<file path="config.mk">
export PLATFORM = sky130hd
export DESIGN_NAME = link_tx_arbiter
export DESIGN_NICKNAME = d
export VERILOG_FILES = /design/src/rtl/link_tx_arbiter.sv
export SDC_FILE = /design/constraint.sdc
export NUM_CORES = 1
export LEC_CHECK = 0
export CORE_AREA = 3 3 125 115
export DETAILED_ROUTE_END_ITERATION = 16
export DIE_AREA = 0 0 128 118
export MAX_ROUTING_LAYER = met4
export PLACE_DENSITY = 0.49
export SYNTH_ARGS = -nofsm -noshare
export SYNTH_HDL_FRONTEND = slang
export SYNTH_SLANG_ARGS = --single-unit
</file>
<file path="constraint.sdc">
create_clock -name clockgb -period 2.5 [get_ports clockgb]
set_input_delay 0.625 -clock clockgb [delete_from_list [all_inputs] [get_ports clockgb]]
set_output_delay 0.625 -clock clockgb [all_outputs]
set_load 0.02 [all_outputs]
</file>
<file path="src/rtl/link_tx_arbiter.sv">
// 8N1 UART transmitter shared between a one-entry link-port holding register
// and a small debug FIFO, granted round-robin at frame boundaries.
module link_tx_arbiter #(
    parameter int CLKS_PER_BIT = 36,
    parameter int FIFO_DEPTH   = 4
) (
    input  logic                          clockgb,
    input  logic                          reset,
    input  logic                          link_valid,
    input  logic [7:0]                    link_data,
    output logic                          link_ready,
    input  logic                          dbg_valid,
    input  logic [7:0]                    dbg_data,
    output logic                          dbg_ready,
    output logic [$clog2(FIFO_DEPTH):0]   dbg_count,
    output logic                          busy,
    output logic                          last_grant,
    output logic                          UART_TX
);

    localparam int BW = $clog2(CLKS_PER_BIT);
    localparam int PW = $clog2(FIFO_DEPTH);
    localparam int CW = PW + 1;
    localparam logic [BW-1:0] BAUD_LAST = BW'(CLKS_PER_BIT - 1);
    localparam logic [CW-1:0] FIFO_FULL = CW'(FIFO_DEPTH);

    typedef enum logic [1:0] {IDLE, START, DATA, STOP} state_t;

    state_t        state, state_next;
    logic [BW-1:0] baud, baud_next;
    logic [2:0]    bit_idx, bit_idx_next, bit_idx_inc;
    logic [7:0]    shift, shift_next;
    logic          tx, tx_next;
    logic          last_grant_next;

    logic          link_pending;
    logic [7:0]    link_hold;

    logic [7:0]    fifo_mem [FIFO_DEPTH];
    logic [PW-1:0] wr_ptr, rd_ptr;
    logic [CW-1:0] count;

    logic baud_last, arb_window, dbg_pending;
    logic grant_link, grant_dbg, link_accept, dbg_push;

    assign link_ready  = !link_pending;
    assign dbg_ready   = (count != FIFO_FULL);
    assign dbg_count   = count;
    assign busy        = (state != IDLE) | link_pending | (count != '0);
    assign UART_TX     = tx;

    assign link_accept = link_valid & link_ready;
    assign dbg_push    = dbg_valid & dbg_ready;
    assign dbg_pending = (count != '0);
    assign baud_last   = (baud == BAUD_LAST);

    // Grants are only taken while idle or in the final stop-bit cycle, so the
    // next start bit follows the previous stop bit with no gap.
    assign arb_window  = (state == IDLE) | ((state == STOP) & baud_last);
    assign grant_link  = arb_window & link_pending & (!dbg_pending | last_grant);
    assign grant_dbg   = arb_window & dbg_pending & (!link_pending | !last_grant);

    always_comb begin
        state_next      = state;
        baud_next       = baud + BW'(1);
        bit_idx_next    = bit_idx;
        bit_idx_inc     = bit_idx + 3'd1;
        shift_next      = shift;
        tx_next         = tx;
        last_grant_next = last_grant;

        case (state)
            IDLE: begin
                baud_next = '0;
                tx_next   = 1'b1;
            end
            START: begin
                if (baud_last) begin
                    state_next   = DATA;
                    baud_next    = '0;
                    bit_idx_next = 3'd0;
                    tx_next      = shift[0];
                end
            end
            DATA: begin
                if (baud_last) begin
                    baud_next = '0;
                    if (bit_idx == 3'd7) begin
                        state_next = STOP;
                        tx_next    = 1'b1;
                    end else begin
                        bit_idx_next = bit_idx_inc;
                        tx_next      = shift[bit_idx_inc];
                    end
                end
            end
            STOP: begin
                if (baud_last) begin
                    state_next = IDLE;
                    baud_next  = '0;
                    tx_next    = 1'b1;
                end
            end
            default: begin
                state_next = IDLE;
                baud_next  = '0;
                tx_next    = 1'b1;
            end
        endcase

        if (grant_link | grant_dbg) begin
            state_next      = START;
            baud_next       = '0;
            bit_idx_next    = 3'd0;
            tx_next         = 1'b0;
            shift_next      = grant_link ? link_hold : fifo_mem[rd_ptr];
            last_grant_next = grant_dbg;
        end
    end

    always_ff @(posedge clockgb) begin
        if (reset) begin
            state      <= IDLE;
            baud       <= '0;
            bit_idx    <= 3'd0;
            shift      <= 8'h00;
            tx         <= 1'b1;
            last_grant <= 1'b1;
        end else begin
            state      <= state_next;
            baud       <= baud_next;
            bit_idx    <= bit_idx_next;
            shift      <= shift_next;
            tx         <= tx_next;
            last_grant <= last_grant_next;
        end
    end

    always_ff @(posedge clockgb) begin
        if (reset) begin
            link_pending <= 1'b0;
            link_hold    <= 8'h00;
        end else if (link_accept) begin
            link_pending <= 1'b1;
            link_hold    <= link_data;
        end else if (grant_link) begin
            link_pending <= 1'b0;
        end
    end

    // Pointers wrap naturally because the depth is a power of two.
    always_ff @(posedge clockgb) begin
        if (reset) begin
            wr_ptr <= '0;
            rd_ptr <= '0;
            count  <= '0;
        end else begin
            if (dbg_push) begin
                wr_ptr <= wr_ptr + PW'(1);
            end
            if (grant_dbg) begin
                rd_ptr <= rd_ptr + PW'(1);
            end
            case ({dbg_push, grant_dbg})
                2'b10:   count <= count + CW'(1);
                2'b01:   count <= count - CW'(1);
                default: count <= count;
            endcase
        end
    end

    always_ff @(posedge clockgb) begin
        if (!reset && dbg_push) begin
            fifo_mem[wr_ptr] <= dbg_data;
        end
    end

endmodule
</file>
==> qor.csv, run 1 <==
metric;value;unit
holdBufCountCts;0;
r2r_start;dbg_count[0];
die_width;128;um
worstHoldPathType;reg -> reg;
drv_cap;0;
synthFlopType;dfxtp_1;
drc;0;
critPathLaunchType;register;
wl;6940;um
vias_per_cell;4.45;
hpwl;4980;um
clock-sinks;71;
critical_path_class;reg -> reg;
clock_path_buffers;2;
min_path_cells;1;
fin_nets;344;
crit_fanout;6;
yosysTopAreaCellShare;29.5;%
start_util;24.6;%
max_freq;0.422;GHz
io_buffers;27;
finClkSkew;0.00759;ns
critPathSlowestCell;or3b_2;
rsz0062_at_grt;no;
fin_hold_ws;0.407;ns
syn_to_final_growth;24.3;%
io_pins;28;
synth_cell_type_count;52;
vdd_ir_drop_max;0.487;mV
async_reset_ff_share;0;%
drive_gt1_share;16.5;%
cp-end-kind;register;
synth_edf_count;32;
slew_violations;0;
cpPeakStageDelay;0.55;ns
tns;0;ns
maxSlewHeadroom;63.0;%
period_needed;2.37;ns
grt_pass1_wl;11600;um
regArea;0.00174;mm^2
insertion_delay;0.33;ns
hold_viol;0;
grt_max_degree;32;
path_clk_slew;0.06;ns
clockRootBuffer;clkbuf_16;
sequentialPowerShare;37.3;%
min_from;baud[0];
tritoncts;done;
synth_area_per_cell;11.9;um^2
arrival;2.63;ns
holdPathEnd;baud[0];
die_h;118;um
tightest_slew;0.555;ns
setup_viol;0;
drt_iter0_drc;146;
power.leakage;1.38;nW
vias;2153;
grt_overflow;0;
status;finished, final reports clean;
ys_ff_latch;71;
synth_fp_nets;307;
rows;40;
finalCritPeriodShare;94.9;%
track_usage;10.2;%
ys_top_cells_by_area;edfxtp_1, dfxtp_1, mux4_2;
fillCellCount;1377;
first_pass_iters;4;
cts_made_buffers;9;
multiInputGateArea;0.00140;mm^2
clkPwrFrac;27.1;%
ys_warn_count;0;
ys_seq_area_share;53.5;%
reg2reg_slack;0.13;ns
grt_pass1_vias;2210;
sw_frac_of_total;34.8;%
ant_nets;0;
htree_levels;3;
wl_per_cell;14.3;um
internal-power;2.74;mW
antenna_found_initial;1;
yosysMostFrequentCell;dfxtp_1;
die-area;0.0151;mm^2
core;0.0132;mm^2
synth_common_cells;dfxtp_1, edfxtp_1, nor2_1;
syn-cell-area;0.00326;mm^2
p_sw;1.46;mW
powerDensity;1040;mW/mm^2
synth_top_area_cell;edfxtp_1;
required;2.76;ns
finalWeightedCongestion;0.808;
worstPathCellList;or3b_2 > nand2_2 > ha_2 > inv_1 > fa_1 > xor2_1 > or3_1 > a21oi_2;
p_comb_share;35.6;%
r2r-end;dbg_count[2];
synthCells;273;
reg2reg_depth;8;
[power groups by stage]
stage               logic (mW)  clock network, mW  registers, mW
finish                    1.50               1.14           1.56
global route              1.67               1.24           1.59
CTS                       1.49               1.17           1.57
detailed placement        1.47                  0           1.58
global placement          1.46                  0           1.57
floorplan                 1.02                  0           1.56
[flip-flops by register name, summed over array words and instances (netlist names), named ones only]
name and flops:
UART_TX 1, baud 6, bit_idx 3, dbg_count 3, fifo_mem 32, last_grant 1, link_hold 8, link_pending 1
rd_ptr 2, shift 8, state 2, wr_ptr 2
[worst max-delay path: cells and delay by family, from the launching register on]
family          cells  cell delay [ns]
compound gates      1             0.14
xor+xnor            1             0.16
fa+ha+maj           2             0.57
buf+inv             1             0.05
flops               1             0.41
simple gates        3             0.98
[layer usage]
| layer | track usage [%] | share of wire (%) |
|---|---|---|
| met1 | 13.0 | 47 |
| met2 | 15.0 | 48 |
| met3 | 3.63 | 3.6 |
| met4 | 3.58 | 1.0 |
| met5 | - | 0 |
[placed cells by master (no fill, tap or decap), types with 4 or more instances in the layout]
| cell | netlist | final |
|---|---|---|
| inv_1 | 13 | 13 |
| a311oi_1 | 9 | 9 |
| a21oi_1 | 7 | 6 |
| nand2_1 | 6 | 6 |
| o21ai_0 | 10 | 10 |
| clkbuf_16 | 0 | 9 |
| nor2_1 | 30 | 29 |
| nand3_1 | 12 | 12 |
| and2_1 | 6 | 6 |
| edfxtp_1 | 32 | 32 |
| clkdlybuf4s50_1 | 0 | 25 |
| xor2_1 | 4 | 4 |
| mux4_2 | 9 | 9 |
| buf_4 | 1 | 13 |
| nand2b_1 | 6 | 6 |
| mux2i_1 | 12 | 12 |
| dfxtp_1 | 39 | 38 |
| nor3_1 | 10 | 10 |
| ha_1 | 13 | 12 |
[through the flow]
stage / power [mW] / utilization [%] / area [um^2] / instances / setup WS (ns)
finish: 4.20 / 30.6 / 4050 / 484 / 0.128
global route: 4.50 / 30.6 / 4050 / 484 / 0.00471
CTS: 4.22 / 30.4 / 4020 / 482 / 0.000884
detailed placement: 3.06 / 28.3 / 3740 / 466 / 0.0247
global placement: 3.03 / 28.3 / 3740 / 466 / 0.125
floorplan: 2.58 / - / 3260 / 273 / 0.0219
[area by class of cell]
| type | count | share of cell area [%] |
|---|---|---|
| flip-flops and latches | 71 | 43.1 |
| multi-input cells | 175 | 34.7 |
| repair buffers | 40 | 9.21 |
| clock buffers | 10 | 5.66 |
| well taps | 168 | 5.19 |
| inverters | 13 | 1.21 |
| clock inverters | 6 | 0.897 |
| diodes | 1 | 0.0618 |
[worst max-delay path by stage]
| stage | start | to | cells past startpoint |
|---|---|---|---|
| floorplan | baud[0] | dbg_count[2] | 11 |
| global placement | dbg_valid | dbg_count[2] | 8 |
| detailed placement | dbg_valid | dbg_count[2] | 8 |
| CTS | dbg_count[0] | dbg_ready | 2 |
| global route | dbg_count[0] | dbg_count[2] | 8 |
| finish | dbg_count[0] | dbg_count[2] | 8 |
[logic make-up (layout without fill, tap and decap cells)]
group | after synthesis | count (layout) | synth area share, %
xor+xnor | 7 | 7 | 1.88
compound gates | 48 | 48 | 11.2
mux | 21 | 21 | 9.92
simple gates | 85 | 85 | 13.8
fa+ha+maj | 14 | 14 | 5.61
buf+inv | 27 | 69 | 4.07
other cells | 0 | 1 | 0
flops | 71 | 71 | 53.5
[timing repair]
action	4_1_cts	5_1_grt
endpoints found under the setup margin	2	3
setup buffers	0	1
resized for setup	2	7
endpoints found under the hold margin	0	0
pin swaps	0	1
(Power assumes the default switching activity.)
==> inputs of run 2 (changes only) <==
--- a/config.mk
+++ b/config.mk
@@ -9,7 +9,7 @@
 export DETAILED_ROUTE_END_ITERATION = 16
 export DIE_AREA = 0 0 128 118
 export MAX_ROUTING_LAYER = met4
-export PLACE_DENSITY = 0.49
+export SETUP_SLACK_MARGIN = 0.02
 export SYNTH_ARGS = -nofsm -noshare
 export SYNTH_HDL_FRONTEND = slang
 export SYNTH_SLANG_ARGS = --single-unit
==> run 2 against run 1 <==
  * Critical path depth rose by 1
  * Register-to-register slack improved by 0.06 ns
  * Cell area rose by 0.31%
  * Flip-flop and latch count did not move
  * Global-route usage fell by 0.93 points
  * Routed wire length fell by 5.1%
  * Cell count fell by 1.0%
  * Non-clock buffer count fell by 4
  * Hold slack improved by 0.00094 ns
  * Combinational power fell by 3%
  * Worst setup slack improved by 0.057 ns
  * Sequential power barely moved
  * Critical path type unchanged
  * Largest cell class unchanged
  * Highest routed layer unchanged
==> qor.csv, run 2 (synthesis gave the netlist of run 1 again) <==
metric;value;unit;change
reg2reg_slack;0.19;ns;+0.06 ns
slew_violations;0;;unchanged
antenna_found_initial;0;;-1
die_width;128;um;unchanged
top_regs;fifo_mem x32, link_hold x8, shift x8;;
io_buffers;27;;unchanged
largest_reg_flops;32;;unchanged
rows;40;;unchanged
worstHoldPathType;reg -> reg;;
clkPwrFrac;30.4;%;+3.3 points
p_sw;1.50;mW;+2.7%
r2r_start;state[0];;
drv_cap;0;;unchanged
critical_path_class;reg -> reg;;
p_comb_share;33.3;%;-2.3 points
start_util;24.6;%;unchanged
core;0.0132;mm^2;unchanged
path_delay_family;adder cells;;
syn_to_final_growth;24.7;%;
min_from;baud[0];;
drt_iter0_drc;129;;-12%
antenna_cells;0;;-1
period_needed;2.31;ns;-0.0575 ns
cts_made_buffers;9;;unchanged
cp-startpoint;state[0];;
finClkSkew;0.00664;ns;-0.000945 ns
tns;0;ns;unchanged
htree_levels;3;;unchanged
grt_max_degree;32;;unchanged
grt_pass1_wl;10900;um;-6.1%
fin_nets;340;;-1.2%
tightest_slew;0.543;ns;-0.0117 ns
hpwl;4710;um;-5.4%
final_cell_mix;dfxtp_1, edfxtp_1, nor2_1, clkdlybuf4s50_1, inv_1;;
critPathLaunchType;register;;
internal-power;2.85;mW;+4.2%
path_clk_slew;0.06;ns;about the same
first_pass_iters;4;;unchanged
vdd_ir_drop_max;0.527;mV;+8.3%
status;finished, final reports clean;;
vias_per_cell;4.59;;+3.2%
path_buf_inv;1;;unchanged
clockRootBuffer;clkbuf_16;;
sequentialPowerShare;36.3;%;-1.0 points
final_area;0.00406;mm^2;+0.31%
drive_gt1_share;16.4;%;-0.11 points
setup_viol;0;;unchanged
clock-sinks;71;;unchanged
grt_pass1_vias;2206;;-0.18%
holdBufCountCts;0;;unchanged
ant_nets;0;;unchanged
die-area;0.0151;mm^2;unchanged
wl_per_cell;13.8;um;-4.1%
insertion_delay;0.33;ns;about the same
vias;2200;;+2.2%
grt_overflow;0;;unchanged
final_common_cell;dfxtp_1;;
rsz0062_at_grt;no;;
hold_viol;0;;unchanged
cpPeakStageDelay;0.41;ns;-0.14 ns
worstPathCellList;ha_1 > a31oi_4 > nor2_4 > ha_2 > inv_1 > fa_1 > xor2_1 > or3_1 > a21oi_1;;
powerDensity;1070;mW/mm^2;+3.3%
wl;6590;um;-5.1%
arrival;2.57;ns;-0.06 ns
critPathSlowestCell;dfxtp_1;;
finalCritPeriodShare;92.6;%;-2.3 points
tritoncts;done;;
drc;0;;unchanged
io_pins;28;;unchanged
power.leakage;1.39;nW;+0.69%
crit_fanout;6;;unchanged
required;2.76;ns;about the same
post-cts-setup-buffers;0;;unchanged
top_register;fifo_mem;;
place_area;0.00372;mm^2;-0.60%
max_freq;0.432;GHz;+2.5%
finalWeightedCongestion;0.776;;-4.0%
cp-end-kind;register;;
die_h;118;um;unchanged
sw_frac_of_total;34.5;%;-0.32 points
maxSlewHeadroom;63.7;%;+0.78 points
clock_path_buffers;2;;unchanged
track_usage;9.28;%;-0.93 points
run 2: area by class of cell:
cell class	instances	area, um^2
clock buffer	9	225
clock inverter	7	87.6
fill	1392	9150
inverter	13	48.8
multi-input combinational	175	1400
sequential	71	1740
tap	168	210
timing repair buffer	36	343
run 2: routing by layer:
| layer | track usage [%] | vias up | part of all wire [%] |
|---|---|---|---|
| met3 | 2.36 | 8 | 3.9 |
| met2 | 13.4 | 35 | 45 |
| li1 | - | 1075 | - |
| met1 | 12.8 | 1082 | 50 |
| met5 | - | - | 0 |
| met4 | 2.72 | 0 | 1.2 |
run 2: repair_timing:
action,in CTS,in global routing
pin swaps,0,1
gates resized for setup,2,7
setup endpoints to repair,2,3
run 2: worst reg2reg max path, stage by stage (launching register included):
cell	delay, ns
dfxtp_1	0.41
ha_1	0.34
a31oi_4	0.16
nor2_4	0.13
ha_2	0.19
inv_1	0.05
fa_1	0.37
xor2_1	0.15
or3_1	0.31
a21oi_1	0.13
run 2: per-stage QoR:
step / utilization (%) / worst slack (ns) / cells / power [mW] / hold slack (ns)
finish: 30.7 / 0.185 / 479 / 4.35 / 0.408
global route: 30.7 / 0.0256 / 479 / 4.63 / 0.425
CTS: 30.6 / 0.0209 / 479 / 4.36 / 0.445
detailed placement: 28.2 / 0.0685 / 463 / 3.02 / 0.437
global placement: 28.2 / 0.131 / 463 / 2.98 / 0.425
floorplan: - / 0.0219 / 273 / 2.58 / 0.413
run 2: path summary, 6_finish.rpt:
path,end,cells after the start
max,dbg_count[2],9
max reg2reg,dbg_count[2],9
min,baud[0],1
min reg2reg,baud[0],1
run 2: power by group through the flow:
stage | Combinational [mW] | Clock [mW] | Sequential, mW
after CTS | 1.44 | 1.35 | 1.58
after global routing | 1.61 | 1.40 | 1.61
after detailed placement | 1.42 | 0 | 1.60
final | 1.45 | 1.32 | 1.58
after floorplan | 1.02 | 0 | 1.56
after global placement | 1.40 | 0 | 1.58
